`config.mk`:
```
export PLATFORM = sky130hd
export DESIGN_NAME = mem_stage_unit
export DESIGN_NICKNAME = d
export VERILOG_FILES = /design/src/rtl/mem_stage_unit.sv
export SDC_FILE = /design/constraint.sdc
export NUM_CORES = 1
export LEC_CHECK = 0
export ABC_AREA = 1
export BUFFER_PORTS_ARGS = -buffer_cell sky130_fd_sc_hd__buf_2
export CAP_MARGIN = 20
export CORE_MARGIN = 4
export CORE_UTILIZATION = 50
export CTS_BUF_LIST = sky130_fd_sc_hd__clkbuf_4
export DETAILED_ROUTE_END_ITERATION = 10
export PLACE_DENSITY = 0.8
export SLEW_MARGIN = 15
export SYNTH_ARGS = -nofsm -noshare
export SYNTH_HDL_FRONTEND = slang
export SYNTH_SLANG_ARGS = --single-unit
```
`constraint.sdc`:
```
create_clock -name clk -period 2.1 [get_ports clk]
set_clock_uncertainty 0.05 [all_clocks]
set_input_delay 0.42 -clock clk [delete_from_list [all_inputs] [get_ports clk]]
set_output_delay 0.42 -clock clk [all_outputs]
set_load 0.05 [all_outputs]
```
`src/rtl/mem_stage_unit.sv`:
```
// MEM stage: retires AGEX-latched instructions, driving loads/stores through a valid/ready data port.
// Latency: 1 cycle for non-memory/misaligned ops; stores 1 after handshake; loads 1 after response.
module mem_stage_unit #(
  parameter int DBITS     = 32,
  parameter int REGNOBITS = 5,
  parameter int TIMEOUT   = 255
) (
  input  logic                 clk,
  input  logic                 reset,
  input  logic                 in_valid,
  input  logic [3:0]           in_memop,
  input  logic [DBITS-1:0]     in_addr,
  input  logic [DBITS-1:0]     in_wdata,
  input  logic [REGNOBITS-1:0] in_rd,
  input  logic                 in_reg_wr,
  input  logic [DBITS-1:0]     in_pc,
  output logic                 in_ready,
  output logic                 dmem_req_valid,
  input  logic                 dmem_req_ready,
  output logic                 dmem_req_we,
  output logic [DBITS-1:0]     dmem_req_addr,
  output logic [DBITS-1:0]     dmem_req_wdata,
  output logic [3:0]           dmem_req_be,
  input  logic                 dmem_resp_valid,
  input  logic [DBITS-1:0]     dmem_resp_rdata,
  output logic                 out_valid,
  output logic [REGNOBITS-1:0] out_rd,
  output logic [DBITS-1:0]     out_wdata,
  output logic                 out_reg_wr,
  output logic [DBITS-1:0]     out_pc,
  output logic [1:0]           out_exc,
  output logic                 fwd_valid,
  output logic [REGNOBITS-1:0] fwd_rd,
  output logic [DBITS-1:0]     fwd_value,
  output logic                 load_pending,
  output logic [REGNOBITS-1:0] load_pending_rd
);

  localparam logic [1:0] IDLE      = 2'd0;
  localparam logic [1:0] REQ       = 2'd1;
  localparam logic [1:0] WAIT_RESP = 2'd2;

  localparam logic [3:0] OP_LB  = 4'd1;
  localparam logic [3:0] OP_LH  = 4'd2;
  localparam logic [3:0] OP_LW  = 4'd3;
  localparam logic [3:0] OP_LBU = 4'd4;
  localparam logic [3:0] OP_LHU = 4'd5;
  localparam logic [3:0] OP_SB  = 4'd6;
  localparam logic [3:0] OP_SH  = 4'd7;
  localparam logic [3:0] OP_SW  = 4'd8;

  localparam int CW = (TIMEOUT < 1) ? 1 : $clog2(TIMEOUT + 1);

  localparam logic [1:0] EXC_NONE    = 2'd0;
  localparam logic [1:0] EXC_MISALGN = 2'd1;
  localparam logic [1:0] EXC_TIMEOUT = 2'd2;

  function automatic logic op_load(input logic [3:0] op);
    return (op >= OP_LB) && (op <= OP_LHU);
  endfunction

  function automatic logic op_store(input logic [3:0] op);
    return (op >= OP_SB) && (op <= OP_SW);
  endfunction

  function automatic logic op_half(input logic [3:0] op);
    return (op == OP_LH) || (op == OP_LHU) || (op == OP_SH);
  endfunction

  function automatic logic op_word(input logic [3:0] op);
    return (op == OP_LW) || (op == OP_SW);
  endfunction

  logic [1:0]           state;
  logic [CW-1:0]        wait_cnt;
  logic [3:0]           cap_op;
  logic [DBITS-1:0]     cap_addr;
  logic [DBITS-1:0]     cap_wdata;
  logic [REGNOBITS-1:0] cap_rd;
  logic                 cap_reg_wr;
  logic [DBITS-1:0]     cap_pc;

  logic                 in_mem;
  logic                 in_misaligned;
  logic [7:0]           sel_byte;
  logic [15:0]          sel_half;
  logic [DBITS-1:0]     load_value;

  assign in_mem        = op_load(in_memop) | op_store(in_memop);
  assign in_misaligned = (op_half(in_memop) & in_addr[0]) |
                         (op_word(in_memop) & (in_addr[1:0] != 2'b00));

  assign in_ready       = (state == IDLE);
  assign dmem_req_valid = (state == REQ);
  assign dmem_req_we    = op_store(cap_op);
  assign dmem_req_addr  = {cap_addr[DBITS-1:2], 2'b00};

  // Lane formatting: narrow stores are replicated so the memory picks lanes purely by byte enable.
  always_comb begin
    dmem_req_wdata = cap_wdata;
    dmem_req_be    = 4'b1111;
    if (op_half(cap_op)) begin
      dmem_req_wdata = {(DBITS/16){cap_wdata[15:0]}};
      dmem_req_be    = cap_addr[1] ? 4'b1100 : 4'b0011;
    end else if (!op_word(cap_op)) begin
      dmem_req_wdata = {(DBITS/8){cap_wdata[7:0]}};
      dmem_req_be    = 4'b0001 << cap_addr[1:0];
    end
  end

  always_comb begin
    case (cap_addr[1:0])
      2'd0:    sel_byte = dmem_resp_rdata[7:0];
      2'd1:    sel_byte = dmem_resp_rdata[15:8];
      2'd2:    sel_byte = dmem_resp_rdata[23:16];
      default: sel_byte = dmem_resp_rdata[31:24];
    endcase
    sel_half = cap_addr[1] ? dmem_resp_rdata[31:16] : dmem_resp_rdata[15:0];
    case (cap_op)
      OP_LB:   load_value = {{(DBITS-8){sel_byte[7]}}, sel_byte};
      OP_LBU:  load_value = {{(DBITS-8){1'b0}}, sel_byte};
      OP_LH:   load_value = {{(DBITS-16){sel_half[15]}}, sel_half};
      OP_LHU:  load_value = {{(DBITS-16){1'b0}}, sel_half};
      default: load_value = dmem_resp_rdata;
    endcase
  end

  always_ff @(posedge clk or negedge reset) begin
    if (!reset) begin
      state      <= IDLE;
      wait_cnt   <= '0;
      cap_op     <= '0;
      cap_addr   <= '0;
      cap_wdata  <= '0;
      cap_rd     <= '0;
      cap_reg_wr <= 1'b0;
      cap_pc     <= '0;
      out_valid  <= 1'b0;
      out_rd     <= '0;
      out_wdata  <= '0;
      out_reg_wr <= 1'b0;
      out_pc     <= '0;
      out_exc    <= EXC_NONE;
    end else begin
      out_valid <= 1'b0;
      case (state)
        IDLE: begin
          if (in_valid) begin
            if (!in_mem || in_misaligned) begin
              out_valid  <= 1'b1;
              out_rd     <= in_rd;
              out_wdata  <= in_addr;
              out_reg_wr <= in_mem ? 1'b0 : in_reg_wr;
              out_pc     <= in_pc;
              out_exc    <= in_mem ? EXC_MISALGN : EXC_NONE;
            end else begin
              cap_op     <= in_memop;
              cap_addr   <= in_addr;
              cap_wdata  <= in_wdata;
              cap_rd     <= in_rd;
              cap_reg_wr <= in_reg_wr;
              cap_pc     <= in_pc;
              state      <= REQ;
            end
          end
        end
        REQ: begin
          if (dmem_req_ready) begin
            if (op_store(cap_op)) begin
              out_valid  <= 1'b1;
              out_rd     <= cap_rd;
              out_wdata  <= cap_addr;
              out_reg_wr <= 1'b0;
              out_pc     <= cap_pc;
              out_exc    <= EXC_NONE;
              state      <= IDLE;
            end else begin
              wait_cnt <= '0;
              state    <= WAIT_RESP;
            end
          end
        end
        WAIT_RESP: begin
          if (dmem_resp_valid) begin
            out_valid  <= 1'b1;
            out_rd     <= cap_rd;
            out_wdata  <= load_value;
            out_reg_wr <= cap_reg_wr;
            out_pc     <= cap_pc;
            out_exc    <= EXC_NONE;
            state      <= IDLE;
          end else if (wait_cnt == CW'(TIMEOUT)) begin
            // Abandon the load; a response arriving later lands in IDLE and is dropped.
            out_valid  <= 1'b1;
            out_rd     <= cap_rd;
            out_wdata  <= cap_addr;
            out_reg_wr <= 1'b0;
            out_pc     <= cap_pc;
            out_exc    <= EXC_TIMEOUT;
            state      <= IDLE;
          end else begin
            wait_cnt <= wait_cnt + 1'b1;
          end
        end
        default: state <= IDLE;
      endcase
    end
  end

  assign fwd_valid       = out_valid & out_reg_wr & (out_rd != '0);
  assign fwd_rd          = out_rd;
  assign fwd_value       = out_wdata;
  assign load_pending    = (state != IDLE) & op_load(cap_op) & (cap_rd != '0);
  assign load_pending_rd = cap_rd;

endmodule

```
==> summary.txt <==
Outcome
  – Status: finished, violations left
  – Failing checks: setup timing

STA
  – Final setup viols: 103
  – Peak Freq: 363.6 MHz
  – Slew Viols, Final: 0
  – Final hold viol count: 0
  – Period minus WS final: 2750 ps
  – Tcrit/Tclk final: 131.0%
  – Final worst slack: -650.4 ps
  – RSZ-0062 raised after global routing: true

Route
  – Starting DRT DRC Count: 1,341
  – Remaining antenna violation count: 0
  – WL per Instance: 19.22 um
  – Drt pass-1 iters: 8
  – Via count: 12,166
  – Drt drc: 0
  – DRT Wirelength: 42.10 mm
  – Vias per cell: 5.555

Global route
  – Met2 usage: 52.64%
  – Met1 usage: 39.55%
  – Gr usage total: 31.31%
  – Vias in the first global route: 11,636
  – Total grt overflow: 0
  – Gr busiest metal: met2
  – Initial antenna violation count: 5
  – Largest net degree at the start of global routing: 77
  – First-pass GRT wire length: 60.46 mm
  – Met3 global-route usage: 5.288%

Setup path
  – Worst Path Required: 1630 ps
  – Worst reg2reg endpoint: out_pc[13]$_DFFE_PN0P_
  – Setup CP Type: reg2out
  – Top delay family on crit path: buffers and inverters
  – Slowest-stage cell, CP: dfrtp_2
  – Worst EP arrival: 2280 ps
  – Worst setup EP type: primary output
  – Buf/Inv on CP: 4
  – Setup slack, reg-to-reg: -180 ps
  – Register-to-Register Path Depth: 14
  – CP peak stage delay: 490 ps
  – Cell Chain, Critical Path: nor2_4, inv_2, o21ai_4, nor2_4, buf_6, buf_6, o21ai_4, buf_6
  – Crit-path max FO: 7
  – Most used cell along the critical path: buf_6
  – Launching point of the worst reg2reg path: cap_op[1]$_DFFE_PN0P_
  – Setup crit start kind: register

Layout
  – Area Overhead vs Synth: 43.51%
  – Nets: 2,044
  – Design area: 0.01539 mm2
  – Layout cells sized above 1: 32.32%
  – Fill cells: 1,512

Floorplan
  – Initial Utilization: 50.84%
  – Die Area: 0.02385 mm2
  – Core area: 0.02109 mm2
  – Row cnt: 53
  – Die Wd: 154.4 um
  – I/O pin cnt: 331
  – Die height: 154.4 um

Logic synthesis
  – Synth Cell Area: 0.01072 mm2
  – Flops & latches, synth: 189
  – Post-Synth XOR/XNOR Area: 0.2451%
  – Post-Synthesis Cells: 1,498
  – Main combinational cell family by area after synthesis: simple AND/OR/NAND/NOR gates
  – Distinct cell type count after synthesis: 40
  – Post-synthesis adder-cell area fraction: 0.5835%
  – Simple-gate portion of the synthesized area: 28.74%
  – Main flop type after synthesis: dfrtp_1
  – Synth Area per Inst: 7.157 um2
  – Mux cell area share after synthesis: 0%
  – Synth warnings: 0
  – Synth Area in Compound Gates: 12.88%
  – Number of flops mapped to enable cells by yosys: 0
  – Sequential area share after synthesis: 44.11%
  – Synth async-reset ratio: 100.0%

Placed design
  – Post-DP Area: 0.01238 mm2
  – Post-DP HPWL: 24.61 mm
  – Final Wtd Congestion: 0.9147
  – PortBufs: 328

Clocking
  – Worst-skew pair later-pin latency: 590 ps
  – CTS Buf Count: 17
  – Clock transition at path regs: 160 ps
  – CTS tree: done
  – CTS root buffer: clkbuf_4
  – H-tree levels: 4
  – Max Root-Sink Buffers: 2
  – Clk sink count: 189

Min path
  – HP Class: in2reg
  – Hold endpoint: load_pending_rd[4]$_DFFE_PN0P_
  – Min-Delay Path Depth: 3
  – HP Start: in_rd[4]

Flow run
  – Max-cap violations: 0
## cell type report
cell class / count / area, um2 / area share, %
well taps: 275 / 344.1 / 2.236
repair buffers: 532 / 4270 / 27.75
inverters: 113 / 437.9 / 2.846
clock inverters: 13 / 202.7 / 1.317
multi-input cells: 1043 / 5239 / 34.05
clock buffers: 19 / 142.6 / 0.9271
diodes: 6 / 15.01 / 0.09758
flip-flops and latches: 189 / 4735 / 30.77
## stage by stage
stage | instances | setup WS, ps | setup TNS (ps) | hold slack, ps | utilization, %
2_1_floorplan | 1499 | -261.8 | -4167 | 74.41 | -
3_3_place_gp | 2001 | 21.87 | 0 | 295.8 | 58.69
3_5_place_dp | 2001 | -38.70 | -38.70 | 291.4 | 58.69
4_1_cts | 2153 | -495.7 | -13670 | 0.8845 | 67.70
5_1_grt | 2189 | -719.0 | -30170 | 29.59 | 72.95
6_report | 2190 | -650.4 | -23110 | 53.64 | 72.96
## synthesized netlist by cell type (2+ instances only)
master    count  area share [%]
o21ai_1      18            0.84
inv_2         8            0.28
o22ai_1       2            0.12
nand2_1     620              22
dfrtp_1     189              44
o221ai_1      8            0.65
or2_2         2            0.12
buf_4        95             6.7
ha_1          5            0.58
a21oi_1      71             3.3
nor2_2       22             1.3
nand3_1      44             2.1
buf_6         6            0.63
buf_2        20            0.93
nor2_4        3            0.32
clkbuf_1     34             1.2
nor2_1       64             2.2
nand3_2       4            0.37
xor2_1        3            0.25
o21ai_0     157             7.3
inv_1       104             3.6
## worst reg2reg max path, delay by kind of cell (launching register included)
kind / cells / cell delay (ps)
simple gates: 8 / 940
flops: 1 / 490
buf+inv: 6 / 750
## what timing repair did
item,4_1_cts,5_1_grt
endpoints found under the hold margin,214,0
gates resized for setup,108,149
hold buffers,101,0
pin swaps,10,22
buffers inserted,18,16
cloned,1,17
endpoints found under the setup margin,33,83
## cell families after synthesis
kind of cell,Yosys count
xor+xnor,3
compound gates,264
buf+inv,269
simple gates,767
fa+ha+maj,5
flops,189
other cells,1
## cells in the final DEF (no fill, tap or decap), drive strengths merged, types with 2 or more instances in the layout
| master | n |
|---|---|
| a21oi | 72 |
| clkinv | 6 |
| dlygate4sd3 | 101 |
| dfrtp | 189 |
| clkbuf | 31 |
| nand3b | 2 |
| nand2 | 624 |
| bufinv | 4 |
| buf | 419 |
| diode | 6 |
| conb | 2 |
| xor2 | 3 |
| nand3 | 48 |
| ha | 5 |
| o221ai | 8 |
| o22ai | 2 |
| inv | 115 |
| o21ai | 176 |
| or2 | 3 |
| nor2 | 89 |
## sequential cells by signal, summed over array words and instances (netlist names)
name and cells:
cap_addr 32, cap_pc 32, cap_wdata 32, fwd_value 32
out_pc 32, wait_cnt 8, fwd_rd 5, load_pending_rd 5
cap_op 4, out_exc 2, state 2, cap_reg_wr 1
out_reg_wr 1, out_valid 1
## metal layers
metal	routed length, um	vias to the layer above	share of wire (%)
li1	-	5437	-
met1	15390	5640	37
met2	20140	856	48
met3	3981	233	9.5
met4	2586	0	6.1
met5	0	-	0
## how the worst max path moves through the flow
stage	startpoint	endpoint	cells past startpoint
2_1_floorplan	cap_op[3]$_DFFE_PN0P_	dmem_req_wdata[24]	5
3_3_place_gp	cap_op[1]$_DFFE_PN0P_	dmem_req_wdata[21]	7
3_5_place_dp	cap_op[0]$_DFFE_PN0P_	dmem_req_wdata[26]	9
4_1_cts	cap_op[0]$_DFFE_PN0P_	dmem_req_wdata[30]	8
5_1_grt	cap_op[3]$_DFFE_PN0P_	dmem_req_wdata[12]	8
6_report	cap_op[3]$_DFFE_PN0P_	dmem_req_wdata[12]	8
Power is not shown: default switching activity piles up to over one toggle a cycle in this logic, so the estimate is an artifact.
